<file path="config.mk">
export PLATFORM = sky130hd
export DESIGN_NAME = eth_phy_10g_rx_prbs31_check_flat
export DESIGN_NICKNAME = d
export VERILOG_FILES = /design/src/rtl/eth_phy_10g_rx_prbs31_check_if.sv /design/src/rtl/eth_phy_10g_rx_prbs31_check.sv /design/src/flat_wrapper.sv
export SDC_FILE = /design/constraint.sdc
export NUM_CORES = 1
export LEC_CHECK = 0
export ABC_AREA = 1
export BUFFER_PORTS_ARGS = -buffer_cell sky130_fd_sc_hd__buf_4
export CAP_MARGIN = 25
export CORE_ASPECT_RATIO = 0.5
export CORE_MARGIN = 8
export CORE_UTILIZATION = 59
export DETAILED_ROUTE_END_ITERATION = 8
export PLACE_DENSITY = 0.8
export SLEW_MARGIN = 20
export SYNTH_ARGS = -nofsm -noshare
export SYNTH_HDL_FRONTEND = slang
export SYNTH_SLANG_ARGS = --single-unit
export TNS_END_PERCENT = 1
</file>
<file path="constraint.sdc">
create_clock -name rx_clk -period 10.25 [get_ports rx_clk]
set_input_delay 1.025 -clock rx_clk [delete_from_list [all_inputs] [get_ports rx_clk]]
set_output_delay 1.025 -clock rx_clk [all_outputs]
set_load 0.05 [all_outputs]
</file>
<file path="src/rtl/eth_phy_10g_rx_prbs31_check_if.sv">
// Raw SERDES receive block bus feeding the PRBS31 checker.
//   serdes_rx_data  : block payload, data[0] is the first payload bit on the line
//   serdes_rx_hdr   : sync header, hdr[0] is the first bit of the block on the line
//   serdes_rx_valid : a block is present this cycle
// master drives the bus (SERDES side), slave samples it (checker side).
interface eth_phy_10g_rx_prbs31_check_if #(
  parameter int DATA_WIDTH = 64,
  parameter int HDR_WIDTH  = 2
) ();
  logic [DATA_WIDTH-1:0] serdes_rx_data;
  logic [HDR_WIDTH-1:0]  serdes_rx_hdr;
  logic                  serdes_rx_valid;

  modport master (
    output serdes_rx_data,
    output serdes_rx_hdr,
    output serdes_rx_valid
  );

  modport slave (
    input serdes_rx_data,
    input serdes_rx_hdr,
    input serdes_rx_valid
  );
endinterface

</file>
<file path="src/rtl/eth_phy_10g_rx_prbs31_check.sv">
// Receive-side inverted-PRBS31 (x^31 + x^28 + 1) checker for the 10G PHY.
// Self-synchronising: every received bit is predicted from the 28th and 31st
// bits before it in the received stream, so no seed exchange is needed.
// Ports:
//   rx_clk, rx_rst          : clock, synchronous active-high reset
//   cfg_rx_prbs31_enable    : checker enable; low forces DISABLED
//   rx_if (slave)           : raw 66-bit blocks (hdr + data) with valid
//   clear_counters          : synchronous clear of the running total
//   prbs_block_error_count  : bit errors in the last checked block (0..66)
//   prbs_error_total        : saturating total, accumulated only while locked
//   prbs_error              : one-cycle pulse per checked block with errors
//   prbs_locked             : lock flag
module eth_phy_10g_rx_prbs31_check #(
  parameter int DATA_WIDTH       = 64,
  parameter int HDR_WIDTH        = 2,
  parameter int ERR_CNT_WIDTH    = 32,
  parameter int LOCK_GOOD_BLOCKS = 64,
  parameter int LOSS_BAD_BLOCKS  = 16
) (
  input  logic                               rx_clk,
  input  logic                               rx_rst,
  input  logic                               cfg_rx_prbs31_enable,
  eth_phy_10g_rx_prbs31_check_if.slave       rx_if,
  input  logic                               clear_counters,
  output logic [6:0]                         prbs_block_error_count,
  output logic [ERR_CNT_WIDTH-1:0]           prbs_error_total,
  output logic                               prbs_error,
  output logic                               prbs_locked
);

  localparam int BLK_W  = HDR_WIDTH + DATA_WIDTH;
  localparam int HIST_W = 31;
  localparam int EXT_W  = BLK_W + HIST_W;
  localparam int SUM_W  = ERR_CNT_WIDTH + 1;
  localparam int GOOD_W = $clog2(LOCK_GOOD_BLOCKS + 1);
  localparam int BAD_W  = $clog2(LOSS_BAD_BLOCKS + 1);

  typedef enum logic [1:0] {
    ST_DISABLED,
    ST_FILL,
    ST_HUNT,
    ST_LOCKED
  } state_e;

  state_e                     state_q, state_d;
  logic [HIST_W-1:0]          hist_q, hist_d;
  logic [GOOD_W-1:0]          good_cnt_q, good_cnt_d;
  logic [BAD_W-1:0]           bad_cnt_q, bad_cnt_d;
  logic [6:0]                 blk_cnt_q, blk_cnt_d;
  logic [ERR_CNT_WIDTH-1:0]   total_q, total_d;
  logic                       error_q, error_d;
  logic                       locked_q, locked_d;

  // Stream order: bit 0 is hdr[0], bit 1 is hdr[1], bit 2.. are data[0..].
  logic [BLK_W-1:0]           blk;
  logic [EXT_W-1:0]           ext;
  logic [BLK_W-1:0]           err_bits;
  logic [6:0]                 blk_cnt;
  logic [SUM_W-1:0]           total_sum;
  logic [ERR_CNT_WIDTH-1:0]   total_sat;

  assign blk = {rx_if.serdes_rx_data, rx_if.serdes_rx_hdr};
  // hist_q[0] is the oldest remembered bit (b[-31]), hist_q[30] is b[-1],
  // so ext[i + 31] is b[i] for every i including negative ones.
  assign ext = {blk, hist_q};
  // e[i] = ~(b[i] ^ b[i-28] ^ b[i-31]) for all bits of the block at once.
  assign err_bits = ~(ext[EXT_W-1:HIST_W] ^ ext[BLK_W+2:3] ^ ext[BLK_W-1:0]);

  // NOTE: every variable assigned in an always_comb gets a value on every
  // path (here and below via defaults first), otherwise a latch is inferred.
  always_comb begin
    blk_cnt = '0;
    for (int i = 0; i < BLK_W; i++) begin
      blk_cnt = blk_cnt + 7'(err_bits[i]);
    end
  end

  assign total_sum = {1'b0, total_q} + SUM_W'(blk_cnt);
  assign total_sat = total_sum[ERR_CNT_WIDTH] ? '1 : total_sum[ERR_CNT_WIDTH-1:0];

  always_comb begin
    state_d    = state_q;
    hist_d     = hist_q;
    good_cnt_d = good_cnt_q;
    bad_cnt_d  = bad_cnt_q;
    total_d    = total_q;
    locked_d   = locked_q;
    blk_cnt_d  = '0;
    error_d    = 1'b0;

    if (!cfg_rx_prbs31_enable) begin
      state_d    = ST_DISABLED;
      hist_d     = '0;
      good_cnt_d = '0;
      bad_cnt_d  = '0;
      locked_d   = 1'b0;
    end else if (rx_if.serdes_rx_valid) begin
      hist_d = blk[BLK_W-1:BLK_W-HIST_W];
      unique case (state_q)
        // Enabled while still DISABLED behaves as FILL, so the very first
        // block after enable seeds the history.
        ST_DISABLED, ST_FILL: begin
          state_d    = ST_HUNT;
          good_cnt_d = '0;
        end
        ST_HUNT: begin
          blk_cnt_d = blk_cnt;
          error_d   = |blk_cnt;
          if (blk_cnt == '0) begin
            if (good_cnt_q == GOOD_W'(LOCK_GOOD_BLOCKS - 1)) begin
              state_d   = ST_LOCKED;
              locked_d  = 1'b1;
              bad_cnt_d = '0;
            end else begin
              good_cnt_d = good_cnt_q + GOOD_W'(1);
            end
          end else begin
            good_cnt_d = '0;
          end
        end
        ST_LOCKED: begin
          blk_cnt_d = blk_cnt;
          error_d   = |blk_cnt;
          total_d   = total_sat;
          if (blk_cnt != '0) begin
            if (bad_cnt_q == BAD_W'(LOSS_BAD_BLOCKS - 1)) begin
              state_d    = ST_HUNT;
              good_cnt_d = '0;
              bad_cnt_d  = '0;
              locked_d   = 1'b0;
            end else begin
              bad_cnt_d = bad_cnt_q + BAD_W'(1);
            end
          end else begin
            bad_cnt_d = '0;
          end
        end
        default: state_d = ST_DISABLED;
      endcase
    end else if (state_q == ST_DISABLED) begin
      state_d = ST_FILL;
    end

    // Clear beats a coincident add: that block's errors are dropped.
    if (clear_counters) begin
      total_d = '0;
    end
  end

  // NOTE: sequential state uses non-blocking assignments so every flop
  // samples its _d value from before this edge.
  always_ff @(posedge rx_clk) begin
    if (rx_rst) begin
      state_q    <= ST_DISABLED;
      hist_q     <= '0;
      good_cnt_q <= '0;
      bad_cnt_q  <= '0;
      blk_cnt_q  <= '0;
      total_q    <= '0;
      error_q    <= 1'b0;
      locked_q   <= 1'b0;
    end else begin
      state_q    <= state_d;
      hist_q     <= hist_d;
      good_cnt_q <= good_cnt_d;
      bad_cnt_q  <= bad_cnt_d;
      blk_cnt_q  <= blk_cnt_d;
      total_q    <= total_d;
      error_q    <= error_d;
      locked_q   <= locked_d;
    end
  end

  assign prbs_block_error_count = blk_cnt_q;
  assign prbs_error_total       = total_q;
  assign prbs_error             = error_q;
  assign prbs_locked            = locked_q;

endmodule

</file>
<file path="src/flat_wrapper.sv">
// flat-port wrapper written by rule: the top's interface ports become plain ports
module eth_phy_10g_rx_prbs31_check_flat 
#(
  parameter int DATA_WIDTH       = 64,
  parameter int HDR_WIDTH        = 2,
  parameter int ERR_CNT_WIDTH    = 32,
  parameter int LOCK_GOOD_BLOCKS = 64,
  parameter int LOSS_BAD_BLOCKS  = 16
)
  (rx_clk, rx_rst, cfg_rx_prbs31_enable, clear_counters, prbs_block_error_count, prbs_error_total, prbs_error, prbs_locked, rx_if_serdes_rx_data, rx_if_serdes_rx_hdr, rx_if_serdes_rx_valid);
  eth_phy_10g_rx_prbs31_check_if #(.DATA_WIDTH(DATA_WIDTH), .HDR_WIDTH(HDR_WIDTH)) rx_if_i ();
  input  logic rx_clk;
  input  logic rx_rst;
  input  logic cfg_rx_prbs31_enable;
  input  logic clear_counters;
  output logic [6:0] prbs_block_error_count;
  output logic [ERR_CNT_WIDTH-1:0] prbs_error_total;
  output logic prbs_error;
  output logic prbs_locked;
  input wire logic [$bits(rx_if_i.serdes_rx_data)-1:0] rx_if_serdes_rx_data;
  input wire logic [$bits(rx_if_i.serdes_rx_hdr)-1:0] rx_if_serdes_rx_hdr;
  input wire logic [$bits(rx_if_i.serdes_rx_valid)-1:0] rx_if_serdes_rx_valid;
  assign rx_if_i.serdes_rx_data = rx_if_serdes_rx_data;
  assign rx_if_i.serdes_rx_hdr = rx_if_serdes_rx_hdr;
  assign rx_if_i.serdes_rx_valid = rx_if_serdes_rx_valid;
  eth_phy_10g_rx_prbs31_check #(.DATA_WIDTH(DATA_WIDTH), .HDR_WIDTH(HDR_WIDTH), .ERR_CNT_WIDTH(ERR_CNT_WIDTH), .LOCK_GOOD_BLOCKS(LOCK_GOOD_BLOCKS), .LOSS_BAD_BLOCKS(LOSS_BAD_BLOCKS)) u_core (.rx_clk(rx_clk), .rx_rst(rx_rst), .cfg_rx_prbs31_enable(cfg_rx_prbs31_enable), .rx_if(rx_if_i), .clear_counters(clear_counters), .prbs_block_error_count(prbs_block_error_count), .prbs_error_total(prbs_error_total), .prbs_error(prbs_error), .prbs_locked(prbs_locked));
endmodule
</file>
Word level (Yosys, flattened, before mapping):

Cells that the tools add are included.

* logic and storage cells: 135
* input port bits: 71
* memory bits (writable): 0
* memories kept: 0
* register bits after elaboration: 86
* output and inout bits: 41
* ROM bits: 0
* bits in latches: 0

* $lt $le $gt $ge: 0
* div/mod/pow operators: 0
* eq/ne operators: 14
* reductions and logical operators: 16
* shift-type cells: 0
* $add $sub $neg: 68
* bitwise operators: 6
* mux-type cells: 23
* multiply operators: 0

Operators with widths (count)
* 7-bit by 1-bit adder with 7-bit output: 64
* 66-bit bitwise XOR: 2
* 66-bit NOT: 1
* 32-bit by 7-bit adder with 33-bit output: 1
* 32-bit two-way mux: 1
* 7-bit two-way mux: 4
* 7-bit one-hot mux with 3 select lines: 1
* 5-bit two-way mux: 4
* 2-bit two-way mux: 6
* 3-bit by 2-bit != test with 1-bit output (second input constant): 4
* 5-bit one-hot mux with 2 select lines: 1
* 2-bit by 1-bit != test with 1-bit output (second input constant): 4
* 4-bit AND reduction: 2
* 2-bit OR reduction: 4
* 7-bit by 1-bit adder with 7-bit output (second input constant): 1
* 7-bit by 6-bit equality test with 1-bit output (second input constant): 1
* 7-bit logical NOT: 1
* 7-bit nonzero test: 1
* 7-bit OR reduction: 1
* 2-bit one-hot mux with 3 select lines: 1
* 6-bit AND reduction: 1
* 5-bit by 1-bit adder with 5-bit output (second input constant): 1
* 5-bit by 4-bit equality test with 1-bit output (second input constant): 1
* 5-bit AND reduction: 1
* 11 further kinds: 18

Longest topological paths before layout:

* depth after elaboration: 72
* gate-level depth with buffers: 37
* mapped depth without buffers: 37

Least setup slack after synthesis:

No wires, ideal clock.

* path type: input -> register
* start point: input rx_if_serdes_rx_hdr[0]
* end point: register u_core.total_q[17] (netlist: u_core.prbs_error_total[17])
* arrival: 8.180 ns
* slack: 1.955 ns
* stages: 32
* setup time: 0.115 ns
* buffers on the path: 0
* required time: 10.135 ns
* cells stage by stage: xnor2_1 xor2_1 ha_1 inv_1 fa_1 fa_1 fa_1 fa_1 fa_1 fa_1 fa_1 inv_1 fa_1 fa_1 inv_1 fa_1 inv_1 nand3_1 nand2_1 nand2_1 nand2_1 inv_1 ha_1 nand2_1 inv_1 nand3_1 nand2_1 nand4_1 o21ai_0 nand2_1 o21ai_0 inv_1

* word-level cells in the longest chain between the ends: 70

Ends and longest elaborated chain
* start, declared: RTL line flat_wrapper.sv:21 `input wire logic [$bits(rx_if_i.serdes_rx_hdr)-1:0] rx_if_serdes_rx_hdr;`
* 66-bit bitwise XOR: RTL line eth_phy_10g_rx_prbs31_check.sv:67 `assign err_bits = ~(ext[EXT_W-1:HIST_W] ^ ext[BLK_W+2:3] ^ ext[BLK_W-1:0]);`
* 66-bit bitwise XOR *: RTL line eth_phy_10g_rx_prbs31_check.sv:67
* 66-bit NOT *: RTL line eth_phy_10g_rx_prbs31_check.sv:67
* 1-bit by 1-bit adder with 2-bit output: RTL line eth_phy_10g_rx_prbs31_check.sv:74 `blk_cnt = blk_cnt + 7'(err_bits[i]);`
* 7-bit by 1-bit adder with 7-bit output (29 in series): RTL line eth_phy_10g_rx_prbs31_check.sv:74
* 7-bit by 1-bit adder with 7-bit output * (35 in series): RTL line eth_phy_10g_rx_prbs31_check.sv:74
* via u_core.blk_cnt[4]: RTL line eth_phy_10g_rx_prbs31_check.sv:58 `logic [6:0] blk_cnt;`
* 32-bit by 7-bit adder with 33-bit output *: RTL line eth_phy_10g_rx_prbs31_check.sv:78 `assign total_sum = {1'b0, total_q} + SUM_W'(blk_cnt);`
* 32-bit two-way mux *: RTL line eth_phy_10g_rx_prbs31_check.sv:79 `assign total_sat = total_sum[ERR_CNT_WIDTH] ? '1 : total_sum[ERR_CNT_WIDTH-1:0];`
* end signal, assigned: RTL line eth_phy_10g_rx_prbs31_check.sv:168 `total_q <= total_d;`
* end, declared: RTL line eth_phy_10g_rx_prbs31_check.sv:50 `logic [ERR_CNT_WIDTH-1:0] total_q, total_d;`

Mark *: on every way through the listed nets, which the timed path passes. The rest lies on a longest branch.
A chain may end at the register's enable or synchronous reset.

Worst setup path in the final report:

Ends and elaborated chain as after synthesis.

==> flow_metrics.tcl <==
set metrics [dict create \
    post-route-period-util 0.852 \
    nets 1217 \
    cts_resized 0 \
    rsz0062_at_grt "no" \
    final.min_clock_period_ns 8.73 \
    die_w_um 173 \
    synth_flop_cell "dfxtp_1" \
    slowest_delay_ns 0.57 \
    clk_latency_ns 0.35 \
    clockBufferDepth 2 \
    syn_area_um2 7270 \
    htreeDepth 3 \
    syn_nets 1111 \
    fp.dieArea_um2 16300 \
    tns_ns 0 \
    antenna_found_initial 0 \
    wl_per_cell_um 16.2 \
    areaGrowthSynthToFinish_pct 17.4 \
    worstMarginPinSlew_ns 0.883 \
    first_global_vias 6695 \
    critPathArrivalTime_ns 8.97 \
    gp_congestion 0.932 \
    root_buffer "clkbuf_16" \
    maxCapViolCount 0 \
    cts_buffers 9 \
    first_pass_iters 5 \
    hold_viol_final 0 \
    diodes 0 \
    drive_above_1_share 0.129 \
    slowest_stage "fa_1" \
    dp_hpwl_um 15900 \
    yosys_warnings 0 \
    vias 6599 \
    ys_ff_latch 86 \
    clock-sinks 86 \
    worstPathMaxFanout 7 \
    hold_buffers 0 \
    synth_edf_count 0 \
    post_synth_num_cell_types 33 \
    critPathLaunchType "input port" \
    r2r_setup_slack_ns 1.96 \
    io_pins 112 \
    drv_slew 0 \
    setup_violations 0 \
    rows 28 \
    grt_pass1_wl_um 32500 \
    viasPerCell 5.35 \
    fmax_mhz 115 \
    routed_wl_um 20000 \
    async_flop_share 0 \
    synth_cells 959 \
    path_class "input port to flip-flop" \
    synth_area_per_cell_um2 7.58 \
    fin_util 0.717 \
    gr-usage-all-layers 0.244 \
    port_buffers 111 \
    preCtsSetupSlack_ns 1.19 \
    critPathMostFrequentCell "fa_1" \
    cts_setup_buffers 0 \
    initial_utilization 0.610 \
    cts_tree "done" \
    fill_cells 983 \
    hold_class "flip-flop to flip-flop" \
    first_iter_violations 534 \
    fin_skew_ns 0.00933 \
    drc 0 \
    slew_headroom 0.409 \
    grt_max_degree 37 \
    crit_path_end_kind "flip-flop" \
    cp_data_required_time_ns 10.49 \
    ys_seq_area_frac 0.237 \
    setup_ws_ns 1.52 \
    status "finished, final reports clean" \
    path_clk_slew_ns 0.06 \
    core-area_um2 11900 \
    grt_overflow 0 \
    fp.dieH_um 94.5 \
    antenna_left 0 \
]
## routing by layer
metal | routed length, um | up-vias | track usage
li1 | - | 3198 | -
met1 | 8810 | 3106 | 0.298
met2 | 9280 | 254 | 0.424
met3 | 1460 | 41 | 0.0601
met4 | 453 | 0 | 0.0770
met5 | 0 | - | 0
## kinds of logic after synthesis
logic type	synth area share
AOI/OAI and AO/OA	0.0690
and+or+nand+nor	0.223
DFF	0.237
buffers and inverters	0.0926
xor gates and xnor gates	0.181
adders and majority gates	0.198
## metrics by stage
step | instances | cell area (um2) | hold WS (ns)
2_1_floorplan | 959 | 7270 | 0.452
3_3_place_gp | 1219 | 8250 | 0.455
3_5_place_dp | 1219 | 8250 | 0.457
4_1_cts | 1233 | 8540 | 0.465
5_1_grt | 1233 | 8540 | 0.486
6_report | 1233 | 8540 | 0.461
## cells in the mapped netlist (2+ instances only)
library cell / n / area (um2)
inv_1: 151 / 567
a21o_1: 2 / 15.0
o21ai_0: 14 / 70.1
inv_2: 3 / 11.3
clkbuf_1: 14 / 52.6
xnor2_1: 82 / 718
clkinv_1: 4 / 15.0
nand3_1: 61 / 305
a21oi_1: 65 / 325
nor2_4: 2 / 22.5
nand4_1: 21 / 131
nand3b_1: 8 / 60.1
buf_2: 4 / 20.0
or2_0: 2 / 12.5
a31oi_1: 11 / 68.8
ha_1: 24 / 300
nand2_1: 191 / 717
nor3_1: 12 / 60.1
dfxtp_1: 86 / 1720
fa_1: 57 / 1140
nor2_1: 65 / 244
xor2_1: 68 / 596
nand2_2: 2 / 12.5
## worst max-delay path, delay by kind of cell
family	cells	cell delay, ns
AO/OA/AOI/OAI	2	0.44
adder cells (fa/ha/maj)	12	5.51
buffers and inverters	8	0.61
AND/OR/NAND/NOR	9	1.09
XOR/XNOR	2	0.29
## flip-flops by register name, summed over array words and instances, names as in the netlist
name / count
u_core.bad_cnt_q: 5
u_core.good_cnt_q: 7
u_core.hist_q: 31
u_core.prbs_block_error_count: 7
u_core.prbs_error: 1
u_core.prbs_error_total: 32
u_core.prbs_locked: 1
u_core.state_q: 2
## placed cells by master (no fill, tap or decap), drive strengths merged, types with 13 or more instances in the layout
| master | n |
|---|---|
| nand3 | 61 |
| nor3 | 13 |
| fa | 57 |
| buf | 114 |
| nand4 | 21 |
| a21oi | 65 |
| dfxtp | 86 |
| o21ai | 14 |
| xor2 | 68 |
| nor2 | 68 |
| nand2 | 193 |
| ha | 24 |
| xnor2 | 82 |
| inv | 155 |
## layout make-up
type                    count  area, um2  area share
flip-flops and latches     86       1720       0.202
well taps                 165        206      0.0242
repair buffers            114        856       0.100
multi-input cells         696       4880       0.571
clock buffers              11        243      0.0284
inverters                 158        593      0.0695
clock inverters             3       43.8     0.00513
## worst paths after layout
path / start / end / cells after the start
min: u_core.prbs_locked / u_core.prbs_locked / 2
max: rx_if_serdes_rx_hdr[0] / u_core.prbs_error_total[17] / 33
max reg2reg: u_core.hist_q[3] / u_core.prbs_error_total[17] / 32
min reg2reg: u_core.prbs_locked / u_core.prbs_locked / 2
Power is not shown: default switching activity piles up to over one toggle a cycle in this logic, so the estimate is an artifact.
